### config.mk
export PLATFORM = sky130hd
export DESIGN_NAME = crc_engine_n
export DESIGN_NICKNAME = d
export VERILOG_FILES = /design/src/rtl/crc_engine_n.sv
export SDC_FILE = /design/constraint.sdc
export NUM_CORES = 1
export LEC_CHECK = 0
export ABC_AREA = 0
export CORE_UTILIZATION = 57
export DETAILED_ROUTE_END_ITERATION = 6
export HOLD_SLACK_MARGIN = 0.1
export PLACE_DENSITY = 0.83
export SLEW_MARGIN = 20
export SYNTH_ARGS = -nofsm -noshare
export SYNTH_HDL_FRONTEND = slang
export SYNTH_SLANG_ARGS = --single-unit
### constraint.sdc
create_clock -name clk -period 4.45 [get_ports clk]
set_input_delay 1.1125 -clock clk [delete_from_list [all_inputs] [get_ports clk]]
set_output_delay 1.1125 -clock clk [all_outputs]
set_load 0.005 [all_outputs]
### src/rtl/crc_engine_n.sv
// Runtime-configurable bit-serial CRC engine with valid/ready byte input,
// start/finish framing, bit reflection, final XOR and a registered result.
module crc_engine_n #(
  parameter int WIDTH     = 32,
  parameter int BIT_COUNT = 5,
  parameter int DIN_W     = 8
) (
  input  logic                 clk,
  input  logic                 rst,
  input  logic                 start,
  input  logic                 finish,
  input  logic                 in_valid,
  input  logic [DIN_W-1:0]     in_data,
  output logic                 in_ready,
  input  logic [BIT_COUNT-1:0] bitwidth,
  input  logic [WIDTH-1:0]     taps,
  input  logic [WIDTH-1:0]     init_value,
  input  logic [WIDTH-1:0]     xor_out,
  input  logic                 reflect_in,
  input  logic                 reflect_out,
  output logic [WIDTH-1:0]     crc_out,
  output logic                 out_valid,
  output logic                 busy
);

  localparam int CNT_W = (DIN_W > 1) ? $clog2(DIN_W) : 1;
  localparam logic [BIT_COUNT-1:0] TOP_IDX = BIT_COUNT'(WIDTH - 1);
  localparam logic [CNT_W-1:0]     LAST_BIT = CNT_W'(DIN_W - 1);

  typedef enum logic [1:0] {IDLE, ACCEPT, SHIFT, DONE} state_t;

  state_t state, state_next;

  logic [WIDTH-1:0]     crc_q;
  logic [DIN_W-1:0]     shift_buf;
  logic [CNT_W-1:0]     bit_cnt;
  logic [BIT_COUNT-1:0] top_q;
  logic [WIDTH-1:0]     taps_q;
  logic [WIDTH-1:0]     xor_q;
  logic                 refin_q;
  logic                 refout_q;
  logic                 finish_pending;

  logic [BIT_COUNT-1:0] top_in;
  logic [WIDTH-1:0]     mask_in;
  logic [WIDTH-1:0]     mask_q;
  logic                 d_bit;
  logic                 fb;
  logic [WIDTH-1:0]     crc_next;
  logic [WIDTH-1:0]     result;
  logic                 last_bit;

  // Index of the top CRC bit: w-1, clamped to the physical register.
  function automatic logic [BIT_COUNT-1:0] eff_top(input logic [BIT_COUNT-1:0] bw);
    return (bw > TOP_IDX) ? TOP_IDX : bw;
  endfunction

  function automatic logic [WIDTH-1:0] low_mask(input logic [BIT_COUNT-1:0] top);
    logic [WIDTH-1:0] m;
    m = '0;
    for (int unsigned i = 0; i < WIDTH; i++) begin
      m[i] = (BIT_COUNT'(i) <= top);
    end
    return m;
  endfunction

  function automatic logic [WIDTH-1:0] bitrev_w(input logic [WIDTH-1:0] v,
                                                input logic [BIT_COUNT-1:0] top);
    logic [WIDTH-1:0] r;
    r = '0;
    for (int unsigned i = 0; i < WIDTH; i++) begin
      if (BIT_COUNT'(i) <= top) begin
        r[i] = v[top - BIT_COUNT'(i)];
      end
    end
    return r;
  endfunction

  always_comb begin
    top_in   = eff_top(bitwidth);
    mask_in  = low_mask(top_in);
    mask_q   = low_mask(top_q);
    d_bit    = refin_q ? shift_buf[0] : shift_buf[DIN_W-1];
    fb       = crc_q[top_q] ^ d_bit;
    crc_next = ((crc_q << 1) & mask_q) ^ (fb ? taps_q : '0);
    result   = refout_q ? bitrev_w(crc_q, top_q) : crc_q;
    last_bit = (bit_cnt == LAST_BIT);
  end

  always_ff @(posedge clk or negedge rst) begin
    if (!rst) begin
      state <= IDLE;
    end else begin
      state <= state_next;
    end
  end

  always_comb begin
    state_next = state;
    if (start) begin
      state_next = ACCEPT;
    end else begin
      case (state)
        IDLE:   state_next = IDLE;
        ACCEPT: begin
          if (in_valid)    state_next = SHIFT;
          else if (finish) state_next = DONE;
        end
        SHIFT: begin
          if (last_bit) state_next = (finish_pending || finish) ? DONE : ACCEPT;
        end
        DONE:    state_next = DONE;
        default: state_next = IDLE;
      endcase
    end
  end

  // in_ready is withheld while start is asserted, since start discards the word.
  always_comb begin
    in_ready = (state == ACCEPT) && !start;
    busy     = (state == ACCEPT) || (state == SHIFT);
  end

  always_ff @(posedge clk or negedge rst) begin
    if (!rst) begin
      crc_q          <= '0;
      shift_buf      <= '0;
      bit_cnt        <= '0;
      top_q          <= '0;
      taps_q         <= '0;
      xor_q          <= '0;
      refin_q        <= 1'b0;
      refout_q       <= 1'b0;
      finish_pending <= 1'b0;
      crc_out        <= '0;
      out_valid      <= 1'b0;
    end else if (start) begin
      top_q          <= top_in;
      taps_q         <= taps & mask_in;
      xor_q          <= xor_out & mask_in;
      refin_q        <= reflect_in;
      refout_q       <= reflect_out;
      crc_q          <= init_value & mask_in;
      finish_pending <= 1'b0;
      crc_out        <= '0;
      out_valid      <= 1'b0;
    end else begin
      case (state)
        ACCEPT: begin
          if (in_valid) begin
            shift_buf <= in_data;
            bit_cnt   <= '0;
            if (finish) finish_pending <= 1'b1;
          end
        end
        SHIFT: begin
          crc_q     <= crc_next;
          shift_buf <= refin_q ? (shift_buf >> 1) : (shift_buf << 1);
          bit_cnt   <= bit_cnt + 1'b1;
          if (finish) finish_pending <= 1'b1;
        end
        // Result is registered on the first DONE cycle and then held.
        DONE: begin
          if (!out_valid) begin
            crc_out   <= (result ^ xor_q) & mask_q;
            out_valid <= 1'b1;
          end
        end
        default: ;
      endcase
    end
  end

endmodule
After elaboration in Yosys (flattened, before gate mapping). Index checks and enable logic that the tools add are counted.

Flip-flop bits (word level): 150. Word-level logic and storage cells: 294. Bits of input ports: 116. Output and inout port bits: 35.

Bitwise logic cells: 9. Add/sub/neg operators: 32. Eq/ne operators: 9. Reductions and logical operators: 13. Magnitude comparators: 97. Muxes and demuxes: 122.

Operators with widths (count): two-way mux 32 bit (7); < comparator 5 x 6 -> 1 bit (second input constant) (32); AND 32 bit (5); binary-select mux 1 bit (select 5 bit) (32); less-or-equal comparator 5 bit (first input constant) (32); less-or-equal comparator 4 x 5 -> 1 bit (first input constant) (16); subtractor 5 bit (second input constant) (16); two-way mux 1 bit (70); XOR 32 bit (2); less-or-equal comparator 3 x 5 -> 1 bit (first input constant) (8); subtractor 5 x 4 -> 5 bit (second input constant) (8); less-or-equal comparator 1 x 5 -> 1 bit (first input constant) (4); less-or-equal comparator 2 x 5 -> 1 bit (first input constant) (4); subtractor 5 x 3 -> 5 bit (second input constant) (4); two-way mux 8 bit (2); one-hot mux 8 bit (2 select lines) (1); two-way mux 2 bit (5); subtractor 5 x 2 -> 5 bit (second input constant) (2); one-hot mux 2 bit (4 select lines) (1); != test 3 bit (second input constant) (2); one-hot mux 3 bit (2 select lines) (1); AND reduction 2 bit (3); nonzero test 2 bit (3); greater-than comparator 5 bit (second input constant) (1); 18 further kinds (21).

Depth between registers and ports, before layout. Gate-level depths: netlist of the first run.

Depth after elaboration: 10. Mapped depth: 13. Depth with buffers taken out: 9.

Least setup slack after synthesis of the first run. No wires, ideal clock.

Path kind: register -> register. Start point: register top_q[3]. End point: register crc_out[28]. Library setup time: 0.122 ns. Period minus slack after synthesis: 3.663 ns. Stages on the path, launching flop included: 14. Slack: 0.787 ns. Arrival time: 3.542 ns. Required time: 4.328 ns. Buffers on the path: 4. Cells stage by stage: dfrtp_1 -> buf_4 -> inv_1 -> buf_4 -> ha_1 -> clkbuf_1 -> buf_1 -> mux4_2 -> nand2_1 -> nand2_1 -> mux4_2 -> mux2i_1 -> xnor2_1 -> a32o_1.

Word-level cells in the longest chain between the ends: 10. Elaborated cells between the ends (all ways): 11. Those cells by class: add/sub: 1; order compare: 1; mux: 7; bitwise: 2.

Ends and longest elaborated chain: start, declared (RTL line 37) `logic [BIT_COUNT-1:0] top_q;`; start signal, assigned (RTL line 138) `top_q <= top_in;`; subtractor 5 bit (RTL line 73) `r[i] = v[top - BIT_COUNT'(i)];`; binary-select mux 1 bit (select 5 bit) (RTL line 73); two-way mux 1 bit (not written as such) (RTL line 73); two-way mux 1 bit (RTL line 72) `if (BIT_COUNT'(i) <= top) begin`; two-way mux 32 bit (RTL line 86) `result = refout_q ? bitrev_w(crc_q, top_q) : crc_q;`; XOR 32 bit (RTL line 165) `crc_out <= (result ^ xor_q) & mask_q;`; AND 32 bit (*) (RTL line 165); two-way mux 32 bit (*) (RTL line 164) `if (!out_valid) begin`; two-way mux 32 bit (*) (RTL line 148) `case (state)`; two-way mux 32 bit (*) (RTL line 137) `end else if (start) begin`; end signal, assigned (RTL line 165); end, declared (RTL line 21) `output logic [WIDTH-1:0] crc_out,`.

Mark *: on every way between the ends. The rest lies on a longest branch, timed or not. The select of a mux whose other input is x is not followed. A chain may end at the register's enable or synchronous reset.

Worst setup path after layout of the first run.
Start point: register top_q[2]. End point: register crc_out[28].

The elaborated chain is that of the path after synthesis.

==> summary.txt, run 1 <==
STA
  – Worst-margin pin slew: 1.099 ns
  – Achievable Freq: between 0.2 and 0.3 GHz
  – Fin Setup TNS: 0 ns
  – Slack of the critical path: 0.7549 ns
  – Minimum clock period after layout: ~3.7 ns
  – Final hold violation count: 0
  – Slew Viols, Final: 0
  – Endpoints failing setup: 0
  – RSZ-0062 raised after global routing: false
  – Clock Skews: ~0.016 ns
  – Max-slew headroom: 0.2621
  – Tcrit/Tclk final: 0.8304

Synth
  – Synth Warn #: 0
  – Asr flop ratio synth: 1.000
  – Syn_area_per_cell: roughly 9.5 um2
  – Main combinational cell family by area after synthesis: multiplexers
  – Complex-gate fraction of the synthesized area: 0.1707
  – Synth Area in Simple Gates: 0.1441
  – Mapped Area: around 0.012 mm2
  – Seq cells post-synth: 150
  – Synthesized instance count: 1,255
  – Synth Area in Adders: 0.02737
  – Synth Net Count: 1,397
  – Mux share of post-synthesis cell area: 0.2308
  – EDFF count, synth: 0
  – Register area share after synthesis: 0.3158
  – Netlist cell types: just under 70
  – Post-Synth XOR/XNOR Area: 0.05978
  – Ranking of synthesized cells by area: dfrtp_1, mux4_2, nand2_1
  – Prevailing post-synth register cell: dfrtp_1
  – Yosys top cell by area: dfrtp_1
  – Top cell type's share of synthesized area: 0.3158

Finish
  – Most frequent cells in the layout: nand2_1, dfrtp_1, clkdlybuf4s50_1, mux4_2
  – Multi-input gate area: approximately 0.0075 mm2
  – Register area: ~0.0038 mm2
  – Fin nets: about 1,500
  – N_diodes: 0
  – Number of fill cells in the layout: 1,468
  – Share of layout cells above drive strength 1: 0.1338
  – P&R area growth vs syn: 19.29%
  – Final Non-Filler Cells: about 1,600
  – Leading cell type in the layout, fill and taps excluded: nand2_1

Detailed routing
  – Avg Vias per Cell: a little over 7
  – Detailed router's first-iteration violation count: ~1,900
  – DRT antenna net count: 0
  – 1st-pass router iterations: 7
  – Avg WL per Cell: 26.75 um
  – Vias after detailed routing: ~12,000
  – # DRC: 11
  – Post-Route WL: approximately 44,000 um

Clocking
  – Worst-skew pair later-pin latency: between 0.4 and 0.5 ns
  – CTS Buffer Depth: 2
  – Root buf cell: clkbuf_16
  – H-tree depth: 4
  – Postcts setup bufs: 0
  – Sink Count: 150
  – Hold_buf cts: 0
  – Cts repair resizes: 0
  – Clock transition at path regs: roughly 0.07 ns
  – Total CTS buffers: 17
  – CTS tree: yes

Setup path
  – Data arrival, critical path: 4.02 ns
  – Kind of critical path: reg -> reg
  – CP max FO: 12
  – Critical Path Source Type: register
  – Element type at the critical path end: register
  – Critical path required time: between 4 and 5 ns

Floorplan
  – Initial Utilization: 0.5837
  – Std-Cell Rows: 52
  – Die Width: between 100 and 150 um
  – Full die area: about 0.021 mm2
  – Ports: roughly 150
  – Core Area: about 0.020 mm2
  – Chip height: roughly 150 um

Flow run
  – Max_cap viols: 0

Global route
  – Vias in the first global route: approximately 11,000
  – GR Util All Layers: 0.4190
  – Largest net degree at the start of global routing: between 100 and 150
  – Initial antenna violation count: 0
  – First-pass GRT wire length: around 67,000 um
  – Final global-route overflow total: 0

Power
  – LEAKAGE: 0.005933 uW
  – Power per cell area: between 400 and 500 mW/mm2
  – Peak VDD IR: roughly 0.00034 V
  – Overall power: around 6500 uW

Status
  – Failing checks: DRC
  – Outcome: complete, but fails checks

Placed design
  – Dpl ws: 0.7972 ns
  – Count of buffers from port buffering: 150
  – DPL Wire Length: 30,380 um
  – Placed cells: 1,614
  – Gpl congestion: between 1 and 1.5

Min path
  – Hold WC Path Type: reg -> reg
[cells by family (layout without fill, tap and decap cells)]
group | after synthesis | count (layout)
fa+ha+maj | 26 | 26
flops | 150 | 150
xor+xnor | 79 | 79
mux | 171 | 171
simple gates | 388 | 388
compound gates | 297 | 297
buf+inv | 144 | 264
[worst max-delay path: stages, from the launching register on]
cell	delay, ns
dfrtp_1	0.68
inv_2	0.17
ha_1	0.74
mux4_2	0.57
nand2_1	0.08
nand2_1	0.12
mux4_2	0.52
mux2i_1	0.30
xnor2_1	0.13
a32o_1	0.28
[sequential cells by signal (all words and copies together) (netlist names)]
register	flops
bit_cnt	3
crc_out	32
crc_q	32
finish_pending	1
out_valid	1
refin_q	1
refout_q	1
shift_buf	8
state	2
taps_q	32
top_q	5
xor_q	32
[final cells by class]
cell class / count / area share
inverters: 46 / 0.01218
clock inverters: 14 / 0.01165
multi-input cells: 961 / 0.5312
clock buffers: 17 / 0.03000
well taps: 270 / 0.02382
flip-flops and latches: 150 / 0.2649
repair buffers: 187 / 0.1263
[path summary, 6_finish.rpt]
kind / from / end / slack, ns / cells after the start
setup / recovery: top_q[2] / crc_out[28] / 0.75 / 9
hold / removal: crc_out[26] / crc_out[26] / 0.49 / 2
setup reg to reg: top_q[2] / crc_out[28] / 0.75 / 9
hold reg to reg: crc_out[26] / crc_out[26] / 0.49 / 2
max in group asynchronous: rst / xor_q[29] / 2.74 / 2
min in group asynchronous: rst / crc_out[8] / 0.77 / 1
[where the power goes]
part           switching (uW)  leakage (uW)  internal [uW]
combinational            1660       0.00371           1340
clock                     680      0.000277            840
sequential                384       0.00195           1560
[Yosys cell counts, types with 16 or more instances]
cell type  instances
mux2_2            27
inv_1             42
o31ai_1           16
ha_1              26
a21oi_1           70
buf_1             17
o21ai_0           66
nor3_1            27
dfrtp_1          150
a32o_1            17
nor2_1            55
xnor2_1           70
clkbuf_1          64
mux4_2            72
mux2i_1           66
a22o_1            28
nand2_1          208
nand3_1           33
a31oi_1           16
[metal layers]
layer  routed length, um  GRT usage  vias up
li1                    -          -     4831
met1               15520     0.5484     5554
met2               19090     0.6210     1096
met3                6453     0.1363      293
met4                2939     0.2198        0
met5                   0          0        -
[metrics by stage]
| step | util | area [um2] | hold slack (ns) |
|---|---|---|---|
| finish | 0.6964 | 14180 | 0.4892 |
| global route | 0.6964 | 14180 | 0.5235 |
| CTS | 0.6960 | 14170 | 0.4947 |
| global placement | 0.6670 | 13580 | 0.4687 |
| floorplan | - | 11890 | 0.4538 |
| detailed placement | 0.6670 | 13580 | 0.4776 |
No activity file was read; power rests on OpenSTA's default activity.
==> inputs of run 2 (changes only) <==
Clock period 4.45 ns to 3.4 ns, I/O delays scaled along.
==> summary.txt, run 2 (synthesis results as in run 1) <==
Status
  – Outcome: complete, but fails checks
  – Failing checks: DRC

Detailed routing
  – Vias after detailed routing: 12,100
  – Detailed router's first-iteration violation count: between 2,000 and 2,500
  – Avg Vias per Cell: 7.187
  – Post-Route WL: approximately 47,000 um
  – Avg WL per Cell: about 28 um
  – # DRC: ~120
  – 1st-pass router iterations: 7
  – DRT antenna net count: 0

Finish
  – Register area: roughly 0.0038 mm2
  – Multi-input gate area: 0.007526 mm2
  – Fin nets: roughly 1,500
  – Leading cell type in the layout, fill and taps excluded: nand2_1
  – Core Util, Final: 0.7107
  – N_diodes: 0
  – Most frequent cells in the layout: nand2_1, dfrtp_1, clkdlybuf4s50_1, buf_4, mux4_2
  – Number of fill cells in the layout: ~1,500
  – Share of layout cells above drive strength 1: 0.1563
  – P&R area growth vs syn: 21.74%
  – Final Non-Filler Cells: ~1,700

Setup path
  – Cell Chain, Critical Path: inv_1 -> ha_1 -> buf_12 -> mux2_2 -> mux4_2 -> mux2_2 -> nor3_1 -> a211oi_1 -> buf_4 -> xnor2_1 -> o31ai_1
  – Crit path to: crc_out[7]
  – Most common cell on crit path: mux2_2
  – Crit path max-delay cell type: mux4_2
  – Element type at the critical path end: register
  – Reg-to-reg critical path endpoint: crc_out[7]
  – Critical path required time: around 3.7 ns
  – Critical Path Source Type: register
  – RR Startpoint: top_q[1]
  – Data arrival, critical path: roughly 3.5 ns
  – Slowest Stage Delay on Critical Path: roughly 0.50 ns
  – Kind of critical path: reg -> reg
  – Reg2Reg Setup Slack: 0.25 ns
  – Critical Path Source: top_q[1]
  – CP max FO: 22
  – R2R cell count: 11

Floorplan
  – Std-Cell Rows: 52
  – Full die area: 0.02144 mm2
  – Core Area: roughly 0.020 mm2
  – Ports: ~150
  – Chip height: 146.4 um
  – Initial Utilization: 0.5837
  – Die Width: 146.4 um

Placed design
  – DPL Wire Length: around 32,000 um
  – Count of buffers from port buffering: 150
  – Placed cells: between 1,500 and 2,000
  – Dpl ws: between 0.2 and 0.3 ns
  – Gpl congestion: around 1.1

Flow run
  – Max_cap viols: 0

Power
  – Overall power: between 8000 and 9000 uW
  – LEAKAGE: 0.006124 uW
  – Power per cell area: around 600 mW/mm2
  – Peak VDD IR: about 0.00042 V

Clocking
  – Total CTS buffers: 17
  – Sink Count: 150
  – Cts repair resizes: 0
  – Postcts setup bufs: 0
  – H-tree depth: 4
  – Worst-skew pair later-pin latency: about 0.44 ns
  – CTS Buffer Depth: 2
  – CTS tree: yes
  – Root buf cell: clkbuf_16
  – Hold_buf cts: 0
  – Clock transition at path regs: around 0.07 ns

STA
  – Worst-margin pin slew: about 1.2 ns
  – Clock Skews: 0.01218 ns
  – Endpoints failing setup: 0
  – RSZ-0062 raised after global routing: false
  – Slew Viols, Final: 0
  – Max-slew headroom: 0.2034
  – Achievable Freq: about 0.32 GHz
  – Final hold violation count: 0
  – Fin Setup TNS: 0 ns
  – Minimum clock period after layout: 3.146 ns
  – Tcrit/Tclk final: 0.9254
  – Slack of the critical path: roughly 0.25 ns

Global route
  – Largest net degree at the start of global routing: between 70 and 80
  – First-pass GRT wire length: between 60,000 and 70,000 um
  – Final global-route overflow total: 0
  – Vias in the first global route: 11,810
  – GR Util All Layers: 0.4392
  – Initial antenna violation count: 1

Min path
  – Hold WC Path Type: in -> async
==> run 2: cell types whose count changed in the layout (fill, tap and decap cells not counted) <==
| cell | before | now |
|---|---|---|
| buf_12 | 1 | 2 |
| buf_4 | 37 | 74 |
| clkbuf_1 | 0 | 1 |
| clkinv_2 | 0 | 1 |
| clkinvlp_4 | 4 | 3 |
| xnor2_1 | 69 | 70 |
| xnor2_2 | 1 | 0 |
==> run 2: layout make-up <==
cell class | count | area share
Timing Repair Buffer | 225 | 0.1443
Multi-Input combinational cell | 961 | 0.5200
Inverter | 46 | 0.01193
Tap cell | 270 | 0.02334
Sequential cell | 150 | 0.2595
Clock buffer | 18 | 0.02965
Clock inverter | 14 | 0.01124
==> run 2: per-stage QoR <==
| step | hold slack [ns] | instance area [um2] |
|---|---|---|
| after floorplan | 0.4538 | 11890 |
| after global placement | 0.4671 | 13880 |
| after detailed placement | 0.4800 | 13880 |
| after CTS | 0.4723 | 14470 |
| after global routing | 0.4935 | 14470 |
| final | 0.4656 | 14470 |
==> run 2: where the power goes <==
part	switching, uW	internal, uW
registers	373	2050
clock network	881	1100
logic	2390	1860
total	3650	5010
==> run 2: critical path, delay by kind of cell, from the launching register on <==
kind,cells,cell delay [ns]
XOR/XNOR,1,0.12
buffers and inverters,3,0.51
multiplexers,3,1.15
adder cells (fa/ha/maj),1,0.35
AO/OA/AOI/OAI,2,0.29
AND/OR/NAND/NOR,1,0.13
flip-flops,1,0.49
==> run 2: metal layers <==
layer	track usage	wire [um]	up-vias
met5	0.02500	82	-
met3	0.1925	7664	308
met4	0.2448	3208	4
met1	0.5487	15710	5759
li1	-	-	4907
met2	0.6340	19990	1125
==> run 2: how the worst min path moves through the flow <==
stage	end	slack (ns)	cells after the start
5_1_grt	crc_out[26]	0.49	1
4_1_cts	xor_q[30]	0.47	1
6_report	refout_q	0.47	1
2_1_floorplan	bit_cnt[1]	0.45	2
3_3_place_gp	bit_cnt[1]	0.47	2
3_5_place_dp	bit_cnt[1]	0.48	2
